<file path="config.mk">
export PLATFORM = sky130hd
export DESIGN_NAME = instruction_fetch
export DESIGN_NICKNAME = d
export VERILOG_FILES = /design/src/rtl/instruction_fetch.sv
export SDC_FILE = /design/constraint.sdc
export NUM_CORES = 1
export LEC_CHECK = 0
export ABC_AREA = 1
export ABC_CLOCK_PERIOD_IN_PS = 2110
export BUFFER_PORTS_ARGS = -buffer_cell sky130_fd_sc_hd__buf_2
export CORE_ASPECT_RATIO = 1.1
export CORE_MARGIN = 2
export CORE_UTILIZATION = 35
export DETAILED_ROUTE_END_ITERATION = 16
export MAX_ROUTING_LAYER = met4
export PLACE_DENSITY = 0.68
export SETUP_SLACK_MARGIN = 0.05
export SYNTH_ARGS = -nofsm -noshare
export SYNTH_HDL_FRONTEND = slang
export SYNTH_SLANG_ARGS = --single-unit
</file>
<file path="constraint.sdc">
create_clock -name clk -period 2.11 [get_ports clk]
set_input_delay 0.422 -clock clk [delete_from_list [all_inputs] [get_ports clk]]
set_output_delay 0.422 -clock clk [all_outputs]
set_load 0.005 [all_outputs]
</file>
<file path="src/rtl/instruction_fetch.sv">
// ============================================================================
// Module   : instruction_fetch
// Purpose  : Fetch stage in front of a zero-latency instruction ROM. Holds the
//            PC, captures the ROM word into an IF/ID register with a
//            valid/ready handshake toward decode, follows branch redirects
//            from execute, and stops on the halt idiom (beq x0,x0,0) or on a
//            misaligned / out-of-range fetch or redirect.
// Ports    : clk, reset        - clock, synchronous active-high reset
//            Address           - fetch address to ROM (equals PC register)
//            Instruction       - ROM read data for Address, same cycle
//            Ready             - decode accepts InstrOut this cycle
//            BranchTaken/Target- redirect request from execute
//            Valid, InstrOut, PCOut, PCPlus4Out - IF/ID register contents
//            Halted, Fault     - sticky stop indications
//            DeliverCount      - saturating count of Valid&&Ready handshakes
// Revision : 1.0 - initial release
// ============================================================================
`default_nettype none

module instruction_fetch #(
   parameter logic [31:0] RESET_PC    = 32'h0000_0000,
   parameter int unsigned MEM_WORDS   = 1024,
   parameter bit          HALT_DETECT = 1'b1
) (
   input  logic        clk,
   input  logic        reset,
   output logic [31:0] Address,
   input  logic [31:0] Instruction,
   input  logic        Ready,
   input  logic        BranchTaken,
   input  logic [31:0] BranchTarget,
   output logic        Valid,
   output logic [31:0] InstrOut,
   output logic [31:0] PCOut,
   output logic [31:0] PCPlus4Out,
   output logic        Halted,
   output logic        Fault,
   output logic [31:0] DeliverCount
);

   localparam logic [31:0] c_MEM_WORDS = 32'(MEM_WORDS);
   localparam logic [31:0] c_NOP       = 32'h0000_0013;
   localparam logic [31:0] c_HALT_INSN = 32'h0000_0063;

   typedef enum logic [1:0] {
      ST_RUN   = 2'd0,
      ST_HALT  = 2'd1,
      ST_FAULT = 2'd2
   } state_t;

   state_t      state_q,  state_d;
   logic [31:0] pc_q,     pc_d;
   logic        valid_q,  valid_d;
   logic [31:0] instr_q,  instr_d;
   logic [31:0] pcout_q,  pcout_d;
   logic [31:0] pcp4_q,   pcp4_d;
   logic        halted_q, halted_d;
   logic        fault_q,  fault_d;
   logic [31:0] count_q,  count_d;

   logic        w_accept;
   logic        w_handshake;
   logic        w_pc_oor;
   logic        w_target_bad;
   logic        w_halt_idiom;
   logic [31:0] w_pc_plus4;

   // Word-index range checks are done on zero-extended word indices so the
   // comparison is against the full ROM depth without truncation.
   assign w_pc_oor     = ({2'b00, pc_q[31:2]} >= c_MEM_WORDS);
   assign w_target_bad = (BranchTarget[1:0] != 2'b00) ||
                         ({2'b00, BranchTarget[31:2]} >= c_MEM_WORDS);
   assign w_halt_idiom = HALT_DETECT && (Instruction == c_HALT_INSN);
   assign w_accept     = !valid_q || Ready;
   assign w_handshake  = valid_q && Ready;
   assign w_pc_plus4   = pc_q + 32'd4;

   // ------------------------------------------------------------------
   // State register
   // ------------------------------------------------------------------
   always_ff @(posedge clk) begin
      if (reset) begin
         state_q  <= ST_RUN;
         pc_q     <= RESET_PC;
         valid_q  <= 1'b0;
         instr_q  <= c_NOP;
         pcout_q  <= 32'h0;
         pcp4_q   <= 32'h0;
         halted_q <= 1'b0;
         fault_q  <= 1'b0;
         count_q  <= 32'h0;
      end else begin
         state_q  <= state_d;
         pc_q     <= pc_d;
         valid_q  <= valid_d;
         instr_q  <= instr_d;
         pcout_q  <= pcout_d;
         pcp4_q   <= pcp4_d;
         halted_q <= halted_d;
         fault_q  <= fault_d;
         count_q  <= count_d;
      end
   end

   // ------------------------------------------------------------------
   // Next-state logic
   // ------------------------------------------------------------------
   always_comb begin
      state_d  = state_q;
      pc_d     = pc_q;
      valid_d  = valid_q;
      instr_d  = instr_q;
      pcout_d  = pcout_q;
      pcp4_d   = pcp4_q;
      halted_d = halted_q;
      fault_d  = fault_q;
      count_d  = count_q;

      // Handshakes are counted in every state, including one that happens
      // in the same cycle as a redirect flush or as the halt delivery.
      if (w_handshake && (count_q != 32'hFFFF_FFFF)) begin
         count_d = count_q + 32'd1;
      end

      unique case (state_q)
         ST_RUN: begin
            if (BranchTaken) begin
               valid_d = 1'b0;
               if (w_target_bad) begin
                  state_d = ST_FAULT;
                  fault_d = 1'b1;
               end else begin
                  // The target is fetched next cycle, not this one.
                  pc_d = BranchTarget;
               end
            end else if (w_pc_oor) begin
               state_d = ST_FAULT;
               fault_d = 1'b1;
               valid_d = 1'b0;
            end else if (w_accept) begin
               instr_d = Instruction;
               pcout_d = pc_q;
               pcp4_d  = w_pc_plus4;
               valid_d = 1'b1;
               if (w_halt_idiom) begin
                  // PC stays on the halt instruction.
                  state_d  = ST_HALT;
                  halted_d = 1'b1;
               end else begin
                  pc_d = w_pc_plus4;
               end
            end
         end

         ST_HALT: begin
            // Only drain the halt instruction itself.
            if (w_handshake) begin
               valid_d = 1'b0;
            end
         end

         ST_FAULT: begin
            valid_d = 1'b0;
         end

         default: begin
            state_d = ST_RUN;
         end
      endcase
   end

   assign Address      = pc_q;
   assign Valid        = valid_q;
   assign InstrOut     = instr_q;
   assign PCOut        = pcout_q;
   assign PCPlus4Out   = pcp4_q;
   assign Halted       = halted_q;
   assign Fault        = fault_q;
   assign DeliverCount = count_q;

endmodule

`default_nettype wire

</file>
[Yosys cells after proc, flatten, opt, wreduce, memory -nomap -nowiden]
Cells that the tools add are included.
Cells by class
  add/sub/neg operators: 2
  magnitude comparators: 2
  equality and inequality tests: 12
  multiplexer cells: 19
  bitwise logic cells: 3
  reduce and logical (&&, ||, !) cells: 17
Operators with widths (number)
  $mux W32: 5
  $ge A30 B11 Y1 const B: 2
  $add A32 B1 Y32 const B: 1
  $add A32 B3 Y32 const B: 1
  $eq A32 B7 Y1 const B: 1
  $ne A32 B32 Y1 const B: 1
  $mux W2: 5
  $reduce_and A5 Y1: 2
  $ne A2 B2 Y1 const B: 4
  $ne A4 B4 Y1 const B: 2
  $reduce_and A4 Y1: 2
  $mux W1: 7
  $reduce_and A3 Y1: 2
  $reduce_bool A2 Y1: 3
  $pmux W2 S2: 1
  $ne A3 B3 Y1 const B: 1
  $not A1 Y1: 3
  $pmux W1 S3: 1
  $reduce_bool A3 Y1: 1
  $eq A2 B1 Y1 const B: 1
  $eq A2 B2 Y1 const B: 1
  $logic_and A1 B1 Y1: 2
  $logic_not A2 Y1: 1
  $logic_or A1 B1 Y1: 2
  3 further kinds: 3
Word-level totals
  flip-flop bits (word level): 165
  input port bits: 68
  logic and storage cells: 64

[Depth between registers and ports, before layout]
Gate-level depths: netlist of the first run.
  depth in word-level cells: 6
  gate-level depth with buffers: 13
  mapped depth without buffers: 12

[Worst setup path before layout of the first run]
No wires, ideal clock.
  path kind: flip-flop to flip-flop
  start point: reg count_q[1] (netlist: DeliverCount[1])
  end point: reg count_q[10] (netlist: DeliverCount[10])
  library setup time: 0.132 ns
  arrival: 1.470 ns
  data required time: 1.978 ns
  path slack: 0.508 ns
  cell stages (with the launch flop): 12
  buffers on the path: 1
  clock period less this slack: 1.602 ns
  path through: dfxtp_1 -> ha_1 -> nand2_1 -> nor2_1 -> nand2_1 -> nor2_2 -> nand2_1 -> nand2_4 -> inv_2 -> buf_6 -> nand2_1 -> a21oi_1
On the way
  longest elaborated chain between the ends: 2
Ends and longest elaborated chain
  start, declared: RTL line 59  | logic [31:0] count_q, count_d;
  start signal, assigned: RTL line 101  | count_q <= count_d;
  branches (longest 2 deep; another with $add A32 B1 Y32)
Several ways; the timed one is not identified.
A chain may end at the register's enable or synchronous reset.

[Final worst setup path of the first run]
  start point: reg count_q[1] (netlist: DeliverCount[1])
  end point: reg count_q[2] (netlist: DeliverCount[2])
Same word-level chain as after synthesis.

==> results of run 1 <==
==> kinds of logic (layout without fill, tap and decap cells) <==
logic type      Yosys count  after routing  share of synthesized area [%]
other cells               0              2                              0
simple gates            611            611                           34.4
compound gates           96             96                           6.89
buf+inv                 134            378                           8.56
fa+ha+maj                 6              6                           1.06
flops                   163            163                           46.1
xor+xnor                 24             24                           2.97
==> layout by cell type (no fill, tap or decap), types with 2 or more instances in the layout <==
cell	instances
and2_1	2
nor3_2	3
clkinv_8	5
nand2_4	2
nand3b_1	4
o21bai_1	2
buf_12	4
nor3_1	11
inv_2	2
a21oi_1	83
o21ai_0	9
buf_4	27
inv_6	3
inv_1	83
xnor2_1	2
ha_1	6
diode_2	2
nor2_2	3
clkbuf_16	17
dfxtp_1	163
buf_2	229
nand4_1	10
nand2_1	372
xor2_1	22
inv_8	5
nand3_1	29
nor2_1	173
==> per-layer routing <==
metal | vias up | wire length [microns] | global-route usage [%]
li1 | 3640 | - | -
met1 | 3123 | 9320 | 24.9
met2 | 201 | 9760 | 32.3
met3 | 26 | 1260 | 4.89
met4 | 0 | 312 | 5.62
met5 | - | 0 | -
==> how the worst max path moves through the flow <==
stage,startpoint,cells past startpoint,endpoint
finish,DeliverCount[1]$_SDFFE_PP0P_,11,DeliverCount[2]$_SDFFE_PP0P_
global route,DeliverCount[1]$_SDFFE_PP0P_,10,DeliverCount[5]$_SDFFE_PP0P_
CTS,state_q[1]$_SDFFE_PP0P_,9,PCPlus4Out[12]$_SDFFE_PP0P_
detailed placement,Instruction[27],13,Address[10]$_SDFFE_PP0P_
global placement,Instruction[27],13,Address[9]$_SDFFE_PP0P_
floorplan,DeliverCount[1]$_SDFFE_PP0P_,11,DeliverCount[10]$_SDFFE_PP0P_
==> stage by stage <==
stage          hold slack, ns  setup WS, ns  power (mW)  util, %  cells
2_1_floorplan           0.434         0.508        5.07        -   1034
3_3_place_gp            0.423         0.123        5.83     43.0   1498
3_5_place_dp            0.426        0.0895        5.87     43.0   1498
4_1_cts                 0.197         0.238        9.05     46.1   1530
5_1_grt                 0.226        0.0292        9.49     46.1   1532
6_report                0.230         0.229        8.93     46.1   1532
==> area by class of cell <==
cell class / count / area, sq um / area share, %
Clock inverter: 15 / 180 / 1.97
Antenna cell: 2 / 5.00 / 0.0547
Tap cell: 252 / 315 / 3.44
Clock buffer: 17 / 425 / 4.65
Inverter: 86 / 324 / 3.54
Multi-Input combinational cell: 737 / 3210 / 35.1
Timing Repair Buffer: 260 / 1430 / 15.6
Sequential cell: 163 / 3260 / 35.6
==> where the power goes <==
group | switching (mW) | internal, mW | total [mW] | leakage (nW)
sequential | 0.211 | 3.37 | 3.59 | 1.32
clock | 1.54 | 1.61 | 3.15 | 0.292
combinational | 1.40 | 0.787 | 2.19 | 2.80
total | 3.15 | 5.77 | 8.93 | 4.42
==> critical path, cell delays in order (launching register included) <==
cell and delay, ns:
dfxtp_1 0.38, ha_1 0.19, nand2_1 0.08, nor2_1 0.14
nand2_1 0.12, nor2_2 0.18, nand2_1 0.13, nand2_4 0.09
buf_4 0.24, o21ai_0 0.11, nand2_1 0.06, nor2_1 0.04
==> registers in the layout, indices dropped and copies added, names as in the netlist <==
name / flops
DeliverCount: 32
state_q: 2
Valid: 1
InstrOut: 32
PCOut: 32
Fault: 1
Halted: 1
PCPlus4Out: 30
Address: 32
==> what timing repair did <==
item                                    4_1_cts  5_1_grt
endpoints found under the setup margin        0        5
hold buffers                                  0        0
buffers inserted                              0        0
gates resized for setup                       0        1
==> impl_results.md, run 1 <==
* Outcome: completed
* Width of the die at 140 microns
* Pins over their slew limit at 0
* Final cycle utilization of the critical path at 89.1%
* Fraction of final layout cells sized beyond drive strength 1 at 23.8%
* Min Clock Period, post-route at 1.88 ns
* Global placement routability congestion at 0.892
* Largest fanout on the critical path at 21
* Total of fill cells in the finished design at 2079
* TritonCTS buffer count at 17
* Count of final hold-check violations at 0
* Count of flip-flops with a built-in enable after synthesis at 0
* Dpl hpwl at 14800 microns
* Fraction of synthesis flops using an asynchronous set or reset pin at 0%
* CTS tree: yes
* Terminus of the critical flop-to-flop path: DeliverCount[2]$_SDFFE_PP0P_
* Length in cells of the worst reg-to-reg path at 11
* Leakage power summed over all cells at 4.42 nW
* Kind of path behind the tightest hold check: input port to flop
* Hold-critical path endpoint: InstrOut[1]$_SDFFE_PP1P_
* Max-capacitance violation count at 0
* Critical Setup Path Class: flop to flop
* Cells taking the most area after synthesis: dfxtp_1, nand2_1, nor2_1
* Die outline height at 153 microns
* Post-place instance area at 0.00854 sq mm
* Worst Min Path Start: Instruction[1]
* Final wirelength at 20600 microns
* Number of ports placed on the die boundary at 231
* Number of cells produced by synthesis at 1034
* Seq/Total Area, Yosys at 46.1%
* Latest clock arrival within the worst-skew pair at 0.43 ns
* Deepest level of the CTS H-tree at 4
* Floorplan row count at 54
* Arrival @ worst endpoint at 2.20 ns
* Predominant post-synthesis flop cell: dfxtp_1
* Worst Setup End Kind: flop
* Antenna-violating nets left at 0
* Synth Warn # at 0
* Maximum buffer depth of the clock tree at 2
* Max Clock Skew at 0.0159 ns
* Number of global-route vias before repair at 6684
* Count of routing violations after the opening detailed-route iteration at 317
* Flops & latches, synth at 163
* Required arrival time at the worst endpoint at 2.43 ns
* Commonest cells in the synthesized netlist: nand2_1, nor2_1, dfxtp_1, a21oi_1, inv_1
* Design Area, Final at 0.00916 sq mm
* Yosys cell types at 28
* Mapped cell area at 0.00708 sq mm
* Global route overflow at 0
* First-pass GRT wire length at 33600 microns
* Largest net degree at the start of global routing at 133
* Transition time of the tightest slew-check pin at 0.657 ns
* Wire length per cell after detailed routing at 13.5 microns
* First-pass DRT Iterations at 7
* Post-synth net total at 1108
* Post-Syn Area per Cell at 6.85 sq um
* Total number of vias at 6990
* Relative area change from synthesis to final layout at 29.4%
* All-Layer GR Usage at 19.9%
* Share of Yosys cell area claimed by the top area cell type at 46.1%
* Achievable frequency at 532 MHz
* Port bufs at 230
* FF-to-FF setup slack at 0.23 ns
* Startpoint kind of the worst setup timing path: flop
* Final routed DRC violation total at 0
* Cell taking the most area after synthesis: dfxtp_1
* Final Setup Violations at 0
* Full die area at 0.0214 sq mm
* Starting utilization of the core area at 35.6%
* Worst supply voltage drop on vdd at 0.593 mV
* Sum Neg Setup Slack at 0 ns
* Headroom to the max-slew limit at 56.2%
* Count of clock tree sinks at 163
* Setup repair after global routing missed its margin: true
* Ratio of total power to cell area at 975 mW/mm^2
* Initial antenna violation count at 2
* WHS Path Cells at 3
* Clock root buffer: clkbuf_16
* Area of the core at 0.0199 sq mm
* Number of nets in the layout at 1339
* Detailed-route vias per instance at 4.56
* Clock-pin transition on the worst setup and hold timing paths at 0.07 ns
* Most frequent cell after synthesis: nand2_1
* Reg-to-Reg Start: DeliverCount[1]$_SDFFE_PP0P_
Note: power is estimated with default switching activity, not from simulation.
==> run 2, diff against run 1 <==
Settings changed: CTS_BUF_LIST set to sky130_fd_sc_hd__clkbuf_4.
==> impl_results.md, run 2 (synthesis gave the netlist of run 1 again) <==
* Outcome: completed
* Crit-path slowest cell: dfxtp_1
* Number of buffers and inverters on the critical path at 1 (unchanged)
* Most frequent cells in the layout: nand2_1, buf_2, nor2_1
* Global-route layer with the greatest usage: met2
* Count of final hold-check violations at 0 (unchanged)
* Most common library cell in the layout ignoring fill and taps: nand2_1
* Required arrival time at the worst endpoint at 2.64 ns (+0.21 ns)
* Worst Min Path Start: Instruction[0]
* Final Setup Violations at 0 (unchanged)
* WHS Path Cells at 3 (unchanged)
* Die outline height at 153 microns (unchanged)
* Met2 Track Usage GR at 31.9% (-0.40 points)
* Total of fill cells in the finished design at 2118 (+1.9%)
* Setup repair after global routing missed its margin: true
* Largest net degree at the start of global routing at 133 (unchanged)
* Deepest level of the CTS H-tree at 4 (unchanged)
* Total setup buffers inserted after CTS at 0 (unchanged)
* Max-capacitance violation count at 0 (unchanged)
* Count of routing violations after the opening detailed-route iteration at 320 (+0.95%)
* First-pass DRT Iterations at 5 (-2)
* Full die area at 0.0214 sq mm (unchanged)
* CP top delay family: simple AND/OR/NAND/NOR gates
* Floorplan row count at 54 (unchanged)
* FF-to-FF setup slack at 0.26 ns (+0.03 ns)
* Area of the core at 0.0199 sq mm (unchanged)
* Clock-pin transition on the worst setup and hold timing paths at 0.17 ns (+0.10 ns)
* Number of global-route vias before repair at 6627 (-0.85%)
* Port bufs at 230 (unchanged)
* Total number of vias at 6964 (-0.37%)
* Width of the die at 140 microns (unchanged)
* Portion of total power attributed to sequential cells at 46.4% (+6.2 points)
* Switching power total at 3.00 mW (-5.0%)
* Cell Int Power at 4.73 mW (-18%)
* Dpl hpwl at 14800 microns (unchanged)
* Hold-critical path endpoint: InstrOut[0]$_SDFFE_PP1P_
* Post-CTS Hold Fix Bufs at 0 (unchanged)
* Sum Neg Setup Slack at 0 ns (unchanged)
* Worst supply voltage drop on vdd at 0.486 mV (-18%)
* Latest clock arrival within the worst-skew pair at 0.58 ns (+0.15 ns)
* Met1 Resource Use GR at 25.0% (+0.098 points)
* Combinational power share at 28.3% (+3.8 points)
* Fraction of final layout cells sized beyond drive strength 1 at 23.8% (unchanged)
* Max Clock Skew at 0.0335 ns (+0.0176 ns)
* Initial antenna violation count at 3 (+1)
* Worst Setup End Kind: flop
* Count of clock tree sinks at 163 (unchanged)
* Global route overflow at 0 (unchanged)
* Final routed DRC violation total at 0 (unchanged)
* Final wirelength at 20500 microns (-0.53%)
* Global placement routability congestion at 0.892 (unchanged)
* Startpoint kind of the worst setup timing path: flop
* Leakage power summed over all cells at 4.29 nW (-2.9%)
* Clock root buffer: clkbuf_4
* Final Power at 7.73 mW (-13%)
* Maximum buffer depth of the clock tree at 2 (unchanged)
* Antenna-violating nets left at 0 (unchanged)
* Min Clock Period, post-route at 1.85 ns (-0.0300 ns)
* Largest fanout on the critical path at 14 (-33%)
* Share of total power consumed by net switching at 38.8% (+3.4 points)
* Cell breakdown of the critical path: ha_1 -> nand2_1 -> nor2_1 -> nand2_1 -> nor2_2 -> nand2_1 -> nand2_4 -> buf_4 -> nor2_1 -> nand2_1 -> nand2_1 -> nor2_1
* GR Layer Usage met3 at 4.95% (+0.063 points)
* Pins over their slew limit at 0 (unchanged)
* Arrival @ worst endpoint at 2.38 ns (+0.18 ns)
* Critical path's largest stage delay at 0.41 ns (+0.03 ns)
* Starting utilization of the core area at 35.6% (unchanged)
* Number of ports placed on the die boundary at 231 (unchanged)
* Final cycle utilization of the critical path at 87.7% (-1.4 points)
* Kind of path behind the tightest hold check: input port to flop
* CTS tree: yes
* Most used cell, CP: nand2_1
* Headroom to the max-slew limit at 56.8% (+0.61 points)
* Terminus of the critical flop-to-flop path: DeliverCount[19]$_SDFFE_PP0P_
* Achievable frequency at 540 MHz (+1.6%)
* Number of nets in the layout at 1339 (unchanged)
* Wire length per cell after detailed routing at 13.4 microns (-0.60%)
* Length in cells of the worst reg-to-reg path at 12 (+1)
* Relative area change from synthesis to final layout at 25.3%
* First-pass GRT wire length at 33400 microns (-0.72%)
* Reg-to-Reg Start: DeliverCount[1]$_SDFFE_PP0P_
* Transition time of the tightest slew-check pin at 0.648 ns (-0.00915 ns)
* All-Layer GR Usage at 19.8% (-0.11 points)
* Detailed-route vias per instance at 4.54 (-0.44%)
* Critical Setup Path Class: flop to flop
* TritonCTS buffer count at 17 (unchanged)
* Ratio of total power to cell area at 872 mW/mm^2 (-11%)
* Relative contribution of the clock network to total power at 25.2% (-10 points)
## run 2: cell types whose count changed in the layout (fill, tap and decap cells not counted), sizes merged
cell   previous run  this run
diode             2         3
## run 2: worst max-delay path by stage
| stage | startpoint | to | slack (ns) | cells past startpoint |
|---|---|---|---|---|
| final | DeliverCount[1]$_SDFFE_PP0P_ | DeliverCount[19]$_SDFFE_PP0P_ | 0.26 | 12 |
| after global routing | DeliverCount[1]$_SDFFE_PP0P_ | DeliverCount[19]$_SDFFE_PP0P_ | 0.04 | 12 |
| after CTS | state_q[1]$_SDFFE_PP0P_ | PCPlus4Out[12]$_SDFFE_PP0P_ | 0.22 | 9 |
| after detailed placement | Instruction[27] | Address[10]$_SDFFE_PP0P_ | 0.09 | 13 |
| after global placement | Instruction[27] | Address[9]$_SDFFE_PP0P_ | 0.12 | 13 |
| after floorplan | DeliverCount[1]$_SDFFE_PP0P_ | DeliverCount[10]$_SDFFE_PP0P_ | 0.51 | 11 |
## run 2: cell type report
class | instances | area [sq um] | share of cell area, %
clock inverters | 15 | 180 | 2.03
well taps | 252 | 315 | 3.56
flip-flops and latches | 163 | 3260 | 36.8
repair buffers | 260 | 1430 | 16.2
multi-input cells | 737 | 3210 | 36.2
clock buffers | 17 | 128 | 1.44
diodes | 3 | 7.51 | 0.0847
inverters | 86 | 327 | 3.68
## run 2: worst register-to-register path: cells and delay by family, from the launching register on
kind	cells	cell delay [ns]
buffers and inverters	1	0.20
AND/OR/NAND/NOR	10	1.01
adder cells (fa/ha/maj)	1	0.19
flip-flops	1	0.41
## run 2: stage by stage
stage | cells | hold slack, ns | area, sq um | setup slack (ns) | util (%)
2_1_floorplan | 1034 | 0.434 | 7080 | 0.508 | -
3_3_place_gp | 1498 | 0.423 | 8540 | 0.123 | 43.0
3_5_place_dp | 1498 | 0.426 | 8540 | 0.0895 | 43.0
4_1_cts | 1530 | 0.00323 | 8850 | 0.215 | 44.6
5_1_grt | 1533 | 0.0195 | 8870 | 0.0407 | 44.6
6_report | 1533 | 0.0649 | 8870 | 0.259 | 44.6
## run 2: layer usage
| layer | routed length (microns) | vias up |
|---|---|---|
| met5 | 0 | - |
| met4 | 289 | 0 |
| met3 | 1100 | 18 |
| met2 | 9770 | 196 |
| met1 | 9380 | 3112 |
| li1 | - | 3638 |
## run 2: power groups by stage
| stage | Combinational (mW) | Sequential [mW] | Clock [mW] |
|---|---|---|---|
| after global routing | 2.51 | 3.63 | 2.17 |
| after floorplan | 1.41 | 3.66 | 0 |
| final | 2.19 | 3.59 | 1.95 |
| after global placement | 2.19 | 3.64 | 0 |
| after CTS | 2.22 | 3.59 | 2.05 |
| after detailed placement | 2.21 | 3.66 | 0 |
## run 2: what timing repair did
| item | in CTS | in global routing |
|---|---|---|
| resized for setup | 0 | 4 |
| hold endpoints to repair | 0 | 0 |
| setup endpoints to repair | 0 | 15 |
==> run 3, diff against run 2 <==
Settings changed: ABC_CLOCK_PERIOD_IN_PS 2110 to unset, CELL_PAD_IN_SITES_DETAIL_PLACEMENT set to 0, CELL_PAD_IN_SITES_GLOBAL_PLACEMENT set to 1, PLACE_DENSITY 0.68 to 0.89.
==> impl_results.md, run 3 (synthesis gave the netlist of run 1 again) <==
* Headroom to the max-slew limit at 68.9% (+12 points)
* Fraction of final layout cells sized beyond drive strength 1 at 24.1% (+0.34 points)
* Share of the core filled with cells in the final layout at 45.2% (+0.52 points)
* Worst Setup End Kind: flop
* Maximum buffer depth of the clock tree at 2 (unchanged)
* Most common library cell in the layout ignoring fill and taps: nand2_1
* Sum Neg Setup Slack at 0 ns (unchanged)
* Critical path's largest stage delay at 0.35 ns (-0.06 ns)
* All-Layer GR Usage at 20.1% (+0.27 points)
* Cell breakdown of the critical path: inv_1 -> ha_1 -> inv_1 -> nor2_1 -> nand2_4 -> inv_2 -> buf_12 -> nand2_1 -> a21oi_1
* Relative area change from synthesis to final layout at 26.7%
* Critical Setup Path Class: flop to flop
* Die outline height at 153 microns (unchanged)
* Total of fill cells in the finished design at 2161 (+2.0%)
* Full die area at 0.0214 sq mm (unchanged)
* Outcome: completed
* Initial antenna violation count at 2 (-1)
* Wire length per cell after detailed routing at 13.8 microns (+2.7%)
* Count of clock tree sinks at 163 (unchanged)
* Arrival @ worst endpoint at 2.31 ns (-0.07 ns)
* Number of global-route vias before repair at 6802 (+2.6%)
* Reg-to-Reg Start: state_q[1]$_SDFFE_PP0P_
* Max-capacitance violation count at 0 (unchanged)
* Detailed-route vias per instance at 4.59 (+1.1%)
* Worst Hold Margin at 0.0919 ns (+0.0270 ns)
* Clock-pin transition on the worst setup and hold timing paths at 0.17 ns (about the same)
* Final Setup Violations at 0 (unchanged)
* Largest fanout on the critical path at 27 (+13)
* TritonCTS buffer count at 17 (unchanged)
* Final wirelength at 21200 microns (+3.2%)
* Design Area, Final at 0.00897 sq mm (+1.2%)
* Antenna-violating nets left at 0 (unchanged)
* Floorplan row count at 54 (unchanged)
* Width of the die at 140 microns (unchanged)
* Global placement routability congestion at 0.924 (+3.6%)
* Max Clock Skew at 0.0341 ns (+0.000583 ns)
* Most frequent cells in the layout: nand2_1, buf_2, nor2_1
* Worst supply voltage drop on vdd at 0.465 mV (-4.3%)
* Leakage power summed over all cells at 4.34 nW (+1.2%)
* Most used cell, CP: inv_1
* Area of the core at 0.0199 sq mm (unchanged)
* Latest clock arrival within the worst-skew pair at 0.57 ns (about the same)
* Global route overflow at 0 (unchanged)
* Ratio of total power to cell area at 873 mW/mm^2 (+0.14%)
* Deepest level of the CTS H-tree at 4 (unchanged)
* Pins over their slew limit at 0 (unchanged)
* Worst Min Path Start: Instruction[6]
* Min Clock Period, post-route at 1.82 ns (-0.0304 ns)
* Required arrival time at the worst endpoint at 2.60 ns (-0.04 ns)
* Number of ports placed on the die boundary at 231 (unchanged)
* Transition time of the tightest slew-check pin at 0.465 ns (-0.182 ns)
* Port bufs at 230 (unchanged)
* Achievable frequency at 549 MHz (+1.7%)
* Final routed DRC violation total at 0 (unchanged)
* Clock root buffer: clkbuf_4
* CTS tree: yes
* First-pass GRT wire length at 33800 microns (+1.2%)
* Final cycle utilization of the critical path at 86.3% (-1.4 points)
* Worst setup startpoint: state_q[1]$_SDFFE_PP0P_
* Count of routing violations after the opening detailed-route iteration at 362 (+13%)
* Kind of path behind the tightest hold check: input port to flop
* Number of nets in the layout at 1346 (+0.52%)
* Count of final hold-check violations at 0 (unchanged)
* Setup repair after global routing missed its margin: false
* Dpl hpwl at 15500 microns (+4.7%)
* Total number of vias at 7074 (+1.6%)
* Starting utilization of the core area at 35.6% (unchanged)
* Startpoint kind of the worst setup timing path: flop
* Crit-path slowest cell: dfxtp_1
* Post-place instance area at 0.00857 sq mm (+0.35%)
* First-pass DRT Iterations at 5 (unchanged)
* Largest net degree at the start of global routing at 83 (-38%)
[run 3: path summary, 6_finish.rpt]
| check | end | slack (ns) | cells after the start |
|---|---|---|---|
| max reg2reg | InstrOut[23]$_SDFFE_PP0P_ | 0.29 | 9 |
| min | InstrOut[6]$_SDFFE_PP0P_ | 0.09 | 3 |
| min reg2reg | PCPlus4Out[26]$_SDFFE_PP0P_ | 0.45 | 2 |
| max | InstrOut[23]$_SDFFE_PP0P_ | 0.29 | 9 |
[run 3: metrics by stage]
| stage | setup slack (ns) | cells | power, mW |
|---|---|---|---|
| after floorplan | 0.508 | 1034 | 5.07 |
| after global placement | 0.110 | 1502 | 5.84 |
| after detailed placement | 0.110 | 1502 | 5.87 |
| after CTS | 0.165 | 1535 | 7.87 |
| after global routing | 0.0742 | 1539 | 8.37 |
| final | 0.290 | 1540 | 7.83 |
[run 3: layout make-up]
class                   count  area (sq um)  share of cell area, %
clock buffers              17           128                   1.42
multi-input cells         737          3220                   35.9
well taps                 252           315                   3.51
clock inverters            15           206                   2.30
flip-flops and latches    163          3260                   36.4
diodes                      3          7.51                 0.0837
repair buffers            267          1510                   16.8
inverters                  86           323                   3.60
[run 3: where the power goes]
group          leakage [nW]  internal (mW)  switching, mW
registers              1.32           3.38          0.218
clock network         0.169          0.586           1.41
logic                  2.85          0.816           1.43
[run 3: timing repair]
item / in CTS / in global routing
setup endpoints to repair: 0 / 36
hold endpoints to repair: 1 / 1
resized for setup: 0 / 3
hold buffers: 1 / 1
buffers inserted: 0 / 0
[run 3: metal layers]
metal | share of wire (%) | wire length (microns) | global-route usage, % | vias to the layer above
met2 | 48 | 10300 | 33.5 | 197
met5 | 0 | 0 | - | -
met3 | 5.7 | 1210 | 4.92 | 39
met1 | 43 | 9140 | 23.6 | 3188
li1 | - | - | - | 3650
met4 | 2.7 | 565 | 7.48 | 0
[run 3: worst max-delay path: cells and delay by family (launching register included)]
| family | cells | cell delay [ns] |
|---|---|---|
| buffers and inverters | 4 | 0.54 |
| adders and majority gates | 1 | 0.28 |
| DFF | 1 | 0.35 |
| AOI/OAI and AO/OA | 1 | 0.13 |
| and+or+nand+nor | 3 | 0.43 |
